--- src/rtl/mem_port_arbiter_if.sv ---
// Bus bundle between the CPU fetch/memory stages, the arbiter and the unified memory.
// The master modport is the arbiter's view; slave is the surrounding pipeline/memory.
interface mem_port_arbiter_if;
  logic        if_req;
  logic [31:0] if_addr;
  logic        if_ready;
  logic [31:0] if_rdata;
  logic        d_req;
  logic        d_we;
  logic [31:0] d_addr;
  logic [31:0] d_wdata;
  logic        d_ready;
  logic [31:0] d_rdata;
  logic        mem_req;
  logic        mem_we;
  logic [31:0] mem_addr;
  logic [31:0] mem_wdata;
  logic [31:0] mem_rdata;
  logic        mem_ack;
  logic        stall_if;
  logic        stall_mem;
  logic        err;

  modport master (
    input  if_req, if_addr, d_req, d_we, d_addr, d_wdata, mem_rdata, mem_ack,
    output if_ready, if_rdata, d_ready, d_rdata,
    output mem_req, mem_we, mem_addr, mem_wdata, stall_if, stall_mem, err
  );

  modport slave (
    output if_req, if_addr, d_req, d_we, d_addr, d_wdata, mem_rdata, mem_ack,
    input  if_ready, if_rdata, d_ready, d_rdata,
    input  mem_req, mem_we, mem_addr, mem_wdata, stall_if, stall_mem, err
  );
endinterface

--- src/rtl/mem_port_arbiter.sv ---
// Arbitrates one single-port memory between instruction fetch and data access, with a
// grant watchdog. Define ARB_RR_EN for round-robin tie-break instead of data priority.
module mem_port_arbiter #(
  parameter int TIMEOUT = 16,
  parameter int TO_W    = 8
) (
  input  logic               clk,
  input  logic               reset,
  mem_port_arbiter_if.master bus
);

  typedef enum logic [1:0] {IDLE, GNT_I, GNT_D, DONE} state_t;

  localparam logic [TO_W-1:0] TIMEOUT_C = TO_W'(TIMEOUT);

  state_t            state_q, state_d;
  logic [TO_W-1:0]   wdog_q, wdog_d;
  logic              if_ready_q, if_ready_d;
  logic              d_ready_q, d_ready_d;
  logic [31:0]       if_rdata_q, if_rdata_d;
  logic [31:0]       d_rdata_q, d_rdata_d;
  logic              err_q, err_d;
  logic [TO_W-1:0]   wdog_inc;
  logic              timeout;
  logic              pick_data;
  logic              gnt_i, gnt_d;

`ifdef ARB_RR_EN
  logic              last_data_q, last_data_d;

  // On a tie the requester that was not served last wins; a lone request always wins.
  assign pick_data = bus.d_req && (!bus.if_req || !last_data_q);
`else
  assign pick_data = bus.d_req;
`endif

  assign wdog_inc = wdog_q + 1'b1;
  assign timeout  = (wdog_inc == TIMEOUT_C);
  assign gnt_i    = (state_q == GNT_I);
  assign gnt_d    = (state_q == GNT_D);

  always_comb begin
    state_d    = state_q;
    wdog_d     = wdog_q;
    if_ready_d = 1'b0;
    d_ready_d  = 1'b0;
    if_rdata_d = if_rdata_q;
    d_rdata_d  = d_rdata_q;
    err_d      = err_q;
`ifdef ARB_RR_EN
    last_data_d = last_data_q;
`endif
    case (state_q)
      IDLE: begin
        wdog_d = '0;
        if (pick_data) begin
          state_d = GNT_D;
        end else if (bus.if_req) begin
          state_d = GNT_I;
        end
      end
      GNT_I: begin
        wdog_d = wdog_inc;
        if (bus.mem_ack || timeout) begin
          state_d    = DONE;
          if_ready_d = 1'b1;
          if_rdata_d = bus.mem_ack ? bus.mem_rdata : 32'h0;
          err_d      = err_q | ~bus.mem_ack;
`ifdef ARB_RR_EN
          last_data_d = 1'b0;
`endif
        end
      end
      GNT_D: begin
        wdog_d = wdog_inc;
        if (bus.mem_ack || timeout) begin
          state_d   = DONE;
          d_ready_d = 1'b1;
          // A store leaves the load-data register untouched, even on abort.
          if (!bus.d_we) begin
            d_rdata_d = bus.mem_ack ? bus.mem_rdata : 32'h0;
          end
          err_d     = err_q | ~bus.mem_ack;
`ifdef ARB_RR_EN
          last_data_d = 1'b1;
`endif
        end
      end
      DONE: begin
        wdog_d  = '0;
        state_d = IDLE;
      end
      default: begin
        state_d = IDLE;
        wdog_d  = '0;
      end
    endcase
  end

  always_ff @(posedge clk or negedge reset) begin
    if (!reset) begin
      state_q    <= IDLE;
      wdog_q     <= '0;
      if_ready_q <= 1'b0;
      d_ready_q  <= 1'b0;
      if_rdata_q <= 32'h0;
      d_rdata_q  <= 32'h0;
      err_q      <= 1'b0;
`ifdef ARB_RR_EN
      last_data_q <= 1'b0;
`endif
    end else begin
      state_q    <= state_d;
      wdog_q     <= wdog_d;
      if_ready_q <= if_ready_d;
      d_ready_q  <= d_ready_d;
      if_rdata_q <= if_rdata_d;
      d_rdata_q  <= d_rdata_d;
      err_q      <= err_d;
`ifdef ARB_RR_EN
      last_data_q <= last_data_d;
`endif
    end
  end

  // Memory side is decoded straight from the state so an async reset drops mem_req at once.
  assign bus.mem_req   = gnt_i | gnt_d;
  assign bus.mem_we    = gnt_d & bus.d_we;
  assign bus.mem_addr  = gnt_i ? bus.if_addr : (gnt_d ? bus.d_addr : 32'h0);
  assign bus.mem_wdata = gnt_d ? bus.d_wdata : 32'h0;

  assign bus.if_ready  = if_ready_q;
  assign bus.d_ready   = d_ready_q;
  assign bus.if_rdata  = if_rdata_q;
  assign bus.d_rdata   = d_rdata_q;
  assign bus.err       = err_q;
  assign bus.stall_if  = bus.if_req & ~if_ready_q;
  assign bus.stall_mem = bus.d_req & ~d_ready_q;

endmodule

--- src/flat_wrapper.sv ---
// flat-port wrapper written by rule: the top's interface ports become plain ports
module mem_port_arbiter_flat 
#(
  parameter int TIMEOUT = 16,
  parameter int TO_W    = 8
)
  (clk, reset, bus_if_req, bus_if_addr, bus_d_req, bus_d_we, bus_d_addr, bus_d_wdata, bus_mem_rdata, bus_mem_ack, bus_if_ready, bus_if_rdata, bus_d_ready, bus_d_rdata, bus_mem_req, bus_mem_we, bus_mem_addr, bus_mem_wdata, bus_stall_if, bus_stall_mem, bus_err);
  mem_port_arbiter_if bus_i ();
  input  logic clk;
  input  logic reset;
  input wire logic [$bits(bus_i.if_req)-1:0] bus_if_req;
  input wire logic [$bits(bus_i.if_addr)-1:0] bus_if_addr;
  input wire logic [$bits(bus_i.d_req)-1:0] bus_d_req;
  input wire logic [$bits(bus_i.d_we)-1:0] bus_d_we;
  input wire logic [$bits(bus_i.d_addr)-1:0] bus_d_addr;
  input wire logic [$bits(bus_i.d_wdata)-1:0] bus_d_wdata;
  input wire logic [$bits(bus_i.mem_rdata)-1:0] bus_mem_rdata;
  input wire logic [$bits(bus_i.mem_ack)-1:0] bus_mem_ack;
  output wire logic [$bits(bus_i.if_ready)-1:0] bus_if_ready;
  output wire logic [$bits(bus_i.if_rdata)-1:0] bus_if_rdata;
  output wire logic [$bits(bus_i.d_ready)-1:0] bus_d_ready;
  output wire logic [$bits(bus_i.d_rdata)-1:0] bus_d_rdata;
  output wire logic [$bits(bus_i.mem_req)-1:0] bus_mem_req;
  output wire logic [$bits(bus_i.mem_we)-1:0] bus_mem_we;
  output wire logic [$bits(bus_i.mem_addr)-1:0] bus_mem_addr;
  output wire logic [$bits(bus_i.mem_wdata)-1:0] bus_mem_wdata;
  output wire logic [$bits(bus_i.stall_if)-1:0] bus_stall_if;
  output wire logic [$bits(bus_i.stall_mem)-1:0] bus_stall_mem;
  output wire logic [$bits(bus_i.err)-1:0] bus_err;
  assign bus_i.if_req = bus_if_req;
  assign bus_i.if_addr = bus_if_addr;
  assign bus_i.d_req = bus_d_req;
  assign bus_i.d_we = bus_d_we;
  assign bus_i.d_addr = bus_d_addr;
  assign bus_i.d_wdata = bus_d_wdata;
  assign bus_i.mem_rdata = bus_mem_rdata;
  assign bus_i.mem_ack = bus_mem_ack;
  assign bus_if_ready = bus_i.if_ready;
  assign bus_if_rdata = bus_i.if_rdata;
  assign bus_d_ready = bus_i.d_ready;
  assign bus_d_rdata = bus_i.d_rdata;
  assign bus_mem_req = bus_i.mem_req;
  assign bus_mem_we = bus_i.mem_we;
  assign bus_mem_addr = bus_i.mem_addr;
  assign bus_mem_wdata = bus_i.mem_wdata;
  assign bus_stall_if = bus_i.stall_if;
  assign bus_stall_mem = bus_i.stall_mem;
  assign bus_err = bus_i.err;
  mem_port_arbiter #(.TIMEOUT(TIMEOUT), .TO_W(TO_W)) u_core (.clk(clk), .reset(reset), .bus(bus_i));
endmodule
--- config.mk ---
export PLATFORM = sky130hd
export DESIGN_NAME = mem_port_arbiter_flat
export DESIGN_NICKNAME = d
export VERILOG_FILES = /design/src/rtl/mem_port_arbiter_if.sv /design/src/rtl/mem_port_arbiter.sv /design/src/flat_wrapper.sv
export SDC_FILE = /design/constraint.sdc
export NUM_CORES = 1
export LEC_CHECK = 0
export ABC_AREA = 1
export CAP_MARGIN = 20
export CORE_MARGIN = 4
export CORE_UTILIZATION = 40
export DETAILED_ROUTE_END_ITERATION = 6
export DONT_BUFFER_PORTS = 1
export PLACE_DENSITY = 0.6
export SLEW_MARGIN = 20
export SYNTH_ARGS = -nofsm -noshare
export SYNTH_HDL_FRONTEND = slang
export SYNTH_SLANG_ARGS = --single-unit
--- constraint.sdc ---
create_clock -name clk -period 3.6 [get_ports clk]
set_input_delay 0.36 -clock clk [delete_from_list [all_inputs] [get_ports clk]]
set_output_delay 0.36 -clock clk [all_outputs]
set_load 0.1 [all_outputs]
=== Word-level counts from Yosys, hierarchy flattened ===
Index checks and enable logic that the tools add are counted.

* Bits of input ports: 134
* Logic and storage cells: 43
* Register bits after elaboration: 77
* Output and inout bits: 135

* Bitwise gates (word level): 9
* Multiplexer cells: 12
* Add/sub/neg operators: 1
* Eq/ne operators: 6
* Reductions and logical operators: 8

{| class="wikitable"
|+ Operator list
! cell !! count
|-
| two-way mux 32 bit || 4
|-
| one-hot mux 8 bit (2 select lines) || 1
|-
| adder 8 x 1 -> 8 bit, second input constant || 1
|-
| == test 8 x 5 -> 1 bit, second input constant || 1
|-
| two-way mux 2 bit || 3
|-
| one-hot mux 2 bit (3 select lines) || 1
|-
| AND reduction 2 bit || 3
|-
| == test 2 bit, second input constant || 2
|-
| inverter 1 bit || 4
|-
| OR reduction 2 bit || 2
|-
| AND 1 bit || 3
|-
| two-way mux 1 bit || 3
|-
| inequality test 3 bit, second input constant || 1
|-
| AND reduction 3 bit || 1
|-
| == test 2 x 1 -> 1 bit, second input constant || 1
|-
| logical NOT 2 bit || 1
|-
| inequality test 2 x 1 -> 1 bit, second input constant || 1
|-
| OR 1 bit || 2
|-
| logical OR 1 bit || 1
|}

=== Depth between registers and ports, before layout ===
* Depth in word-level cells: 5
* Gate-level depth with buffers: 12
* Gate-level depth less buffers: 11

=== Worst setup path before layout ===
No wires, ideal clock.

* Path kind: flip-flop to output port
* Start point: register u_core.if_ready_q (netlist: u_core.bus.if_ready)
* End point: output port bus_stall_if
* Cell stages (with the launch flop): 2
* Setup slack: 1.096 ns
* Arrival time: 2.144 ns
* Path through: dfrtp_1 nor2_1

* Cells in the longest elaborated chain, start to end: 2

{| class="wikitable"
|+ Ends and longest elaborated chain
! what !! line !! text
|-
| start, declared || mem_port_arbiter.sv:18 || <nowiki>logic if_ready_q, if_ready_d;</nowiki>
|-
| start signal, assigned || mem_port_arbiter.sv:115 || <nowiki>if_ready_q <= if_ready_d;</nowiki>
|-
| inverter 1 bit || mem_port_arbiter.sv:137 || <nowiki>assign bus.stall_if = bus.if_req & ~if_ready_q;</nowiki>
|-
| AND 1 bit || mem_port_arbiter.sv:137 ||
|-
| end, declared || flat_wrapper.sv:27 || <nowiki>output wire logic [$bits(bus_i.stall_if)-1:0] bus_stall_if;</nowiki>
|}

No other way between the ends.

=== Final worst setup path ===
* Start point: register u_core.state_q[0]
* End point: output port bus_mem_wdata[13]

* Cells in the longest elaborated chain, start to end: 2

{| class="wikitable"
|+ Ends and longest elaborated chain
! what !! line !! text
|-
| start, declared || mem_port_arbiter.sv:16 || <nowiki>state_t state_q, state_d;</nowiki>
|-
| start signal, assigned || mem_port_arbiter.sv:113 || <nowiki>state_q <= state_d;</nowiki>
|-
| == test 2 bit || mem_port_arbiter.sv:40 || <nowiki>assign gnt_d = (state_q == GNT_D);</nowiki>
|-
| two-way mux 32 bit || mem_port_arbiter.sv:130 || <nowiki>assign bus.mem_wdata = gnt_d ? bus.d_wdata : 32'h0;</nowiki>
|-
| end, declared || flat_wrapper.sv:26 || <nowiki>output wire logic [$bits(bus_i.mem_wdata)-1:0] bus_mem_wdata;</nowiki>
|}

No other way between the ends.

==> results.py <==
metrics = {
    "die": {
        "pin_count": 269,
        "coreArea_sq_mm": 0.00977,
        "rows": 36,
        "dieArea_sq_mm": 0.0117,
        "die_x_um": 108,
        "start_util_pct": 41.0,
        "die_h_um": 108,
    },
    "global_routing": {
        "grt-ovfl-total": 0,
        "track_usage_pct": 20.1,
        "antenna_found_initial": 0,
        "grt_pass1_wl_um": 18300,
        "grt_max_degree": 79,
        "grt_pass1_vias": 3587,
    },
    "clocking": {
        "cts_tree": "yes",
        "clk_pin_slew_ns": 0.09,
        "clockBufferDepth": 2,
        "cts_root_buffer": "clkbuf_8",
        "htreeDepth": 3,
        "cts_made_buffers": 9,
        "clock_latency_ns": 0.35,
        "clkSinkCount": 77,
        "cts_resized": 0,
    },
    "drt": {
        "postRouteAntennaNets": 0,
        "avgRoutedWirePerCell_um": 17.6,
        "via_per_inst": 5.23,
        "vias": 3639,
        "routed_wirelength_um": 12300,
        "first_pass_iters": 4,
        "drt_iter0_drc": 231,
        "drcViolationCount": 0,
    },
    "sta": {
        "fmax_mhz": 357,
        "setup_viol": 0,
        "final_hold_viol_count": 0,
        "worstMarginPinSlew_ns": 1.05,
        "finalMaxSlewViolations": 0,
        "slew_headroom_pct": 29.7,
        "skew_ns": 0.0146,
        "rsz0062_at_grt": "false",
        "tns_ns": 0,
        "period_needed_ns": 2.80,
        "timing.final.crit_share_pct": 77.8,
    },
    "synth": {
        "synth_area_sq_mm": 0.00401,
        "synth-simple-area-share_pct": 40.1,
        "synth_sequential_area_ratio_pct": 48.0,
        "yosys-top-cells-area": "dfrtp_1 48%, nand2_1 23%, nand3_1 8.7%, nand4_1 5.1%, inv_1 4.4%",
        "synthesis.nets": 684,
        "postSynthCellCount": 545,
        "synth_top_family_by_area": "simple AND/OR/NAND/NOR gates",
        "synth_top_cell_by_area": "dfrtp_1",
        "yosysWarnings": 0,
        "avgSynthCellArea_sq_um": 7.36,
        "ys_types": 22,
        "synthXorXnorAreaFrac_pct": 0,
        "netlist.area_leader.share_pct": 48.0,
        "ys_ff_latch": 77,
        "synth_compound_gate_area_share_pct": 1.19,
        "muxShareOfSynthArea_pct": 0,
        "synthAdderAreaFrac_pct": 1.56,
    },
    "layout": {
        "seq_area_sq_mm": 0.00193,
        "final_net_count": 697,
        "layout_common_cells": "247 x nand2_1, 77 x dfrtp_1, 70 x nand3_1",
        "finish.instance_area_sq_mm": 0.00455,
        "drive_gt1_share_pct": 11.5,
        "multi_input_area_sq_mm": 0.00174,
        "syn2layout_area_growth_pct": 13.5,
        "final_common_cell": "nand2_1",
        "fillers": 985,
        "antenna_cells": 0,
    },
    "setup_path": {
        "crit_chain": "inv_1 > ha_4 > nand2_1 > inv_1",
        "cp_max_fo": 78,
        "cpMaxStageDelayCell": "ha_4",
        "required_ns": 3.24,
        "crit_path_end_kind": "output port",
        "crit_type": "flop to output port",
        "start_kind": "flop",
        "max_stage_delay_ns": 0.69,
        "cp.arrival_ns": 2.44,
        "crit_top_cell": "inv_1",
        "critPathTopFamily": "buffers and inverters",
        "cp.buffers_inverters": 2,
    },
    "placed_design": {
        "place_hpwl_um": 8800,
        "portBuffers": 0,
        "place_area_sq_mm": 0.00429,
        "place_congestion": 0.793,
    },
    "worst_hold_path": {
        "hold_path_class": "primary input to flop",
    },
    "job": {
        "drv_cap": 0,
    },
    "run_status": {
        "outcome": "complete, no violations",
    },
}
-- layer usage --
metal	track usage, %	up-vias	routed length (um)
met5	0	-	0
met4	6.76	0	231
met3	5.31	19	1110
met2	35.8	189	6290
met1	23.3	1689	4650
li1	-	1742	-
-- Yosys cell counts --
library cell    n
a21oi_1         2
o21bai_1        2
nand3b_1        1
buf_6           6
nand4_1        33
clkbuf_1       19
nor2_2          1
a21boi_0        1
nand3_2         2
nand3_1        70
inv_1          47
o21ai_0         3
ha_1            5
buf_2           1
nand2_2         1
nand3_4         1
nand2_4         2
nor2_1         12
inv_2           1
nand2_1       247
buf_1          11
dfrtp_1        77
-- stage by stage --
| step | util, % | hold slack, ns | setup WS [ns] | instances |
|---|---|---|---|---|
| after CTS | 46.6 | 0.122 | 0.813 | 696 |
| after detailed placement | 43.9 | 0.0657 | 1.19 | 678 |
| after floorplan | - | 0.0644 | 1.10 | 545 |
| final | 46.6 | 0.140 | 0.799 | 696 |
| after global routing | 46.6 | 0.126 | 0.626 | 696 |
| after global placement | 43.9 | 0.0660 | 1.30 | 678 |
-- worst paths after layout --
path | start | to | slack (ns) | cells after the start
hold reg to reg | u_core.wdog_q[0]$_DFF_PN0_ | u_core.wdog_q[0]$_DFF_PN0_ | 0.48 | 1
min in group asynchronous | reset | u_core.bus.if_rdata[12]$_DFFE_PN0P_ | 0.54 | 2
setup / recovery | u_core.state_q[0]$_DFFE_PN0P_ | bus_mem_wdata[13] | 0.80 | 4
max in group asynchronous | reset | u_core.bus.d_rdata[28]$_DFFE_PN0P_ | 2.70 | 2
setup reg to reg | u_core.state_q[0]$_DFFE_PN0P_ | u_core.bus.d_rdata[3]$_DFFE_PN0P_ | 1.47 | 5
hold / removal | bus_mem_rdata[9] | u_core.bus.if_rdata[9]$_DFFE_PN0P_ | 0.14 | 2
-- final cells by class --
type / instances / area share, %
clock inverter: 6 / 2.12
inverter: 48 / 3.96
clock buffer: 10 / 2.80
multi-input combinational: 383 / 38.2
sequential: 77 / 42.3
tap: 133 / 3.66
timing repair buffer: 39 / 6.93
-- flip-flops by register name, summed over array words and instances, names as in the netlist --
signal / flops
u_core.bus.if_rdata: 32
u_core.bus.d_rdata: 32
u_core.bus.if_ready: 1
u_core.bus.err: 1
u_core.state_q: 2
u_core.wdog_q: 8
u_core.bus.d_ready: 1
-- what timing repair did --
action,4_1_cts,5_1_grt
endpoints found under the hold margin,77,0
setup buffers,0,0
hold buffers,2,0
-- logic make-up (layout without fill, tap and decap cells) --
logic type,after synthesis,after routing
and+or+nand+nor,370,370
buffers and inverters,85,103
DFF,77,77
AOI/OAI and AO/OA,8,8
adders and majority gates,5,5
Power is left out: the tool's default activity adds up to more than one toggle a clock period on the data nets, which glitch-free logic cannot reach.
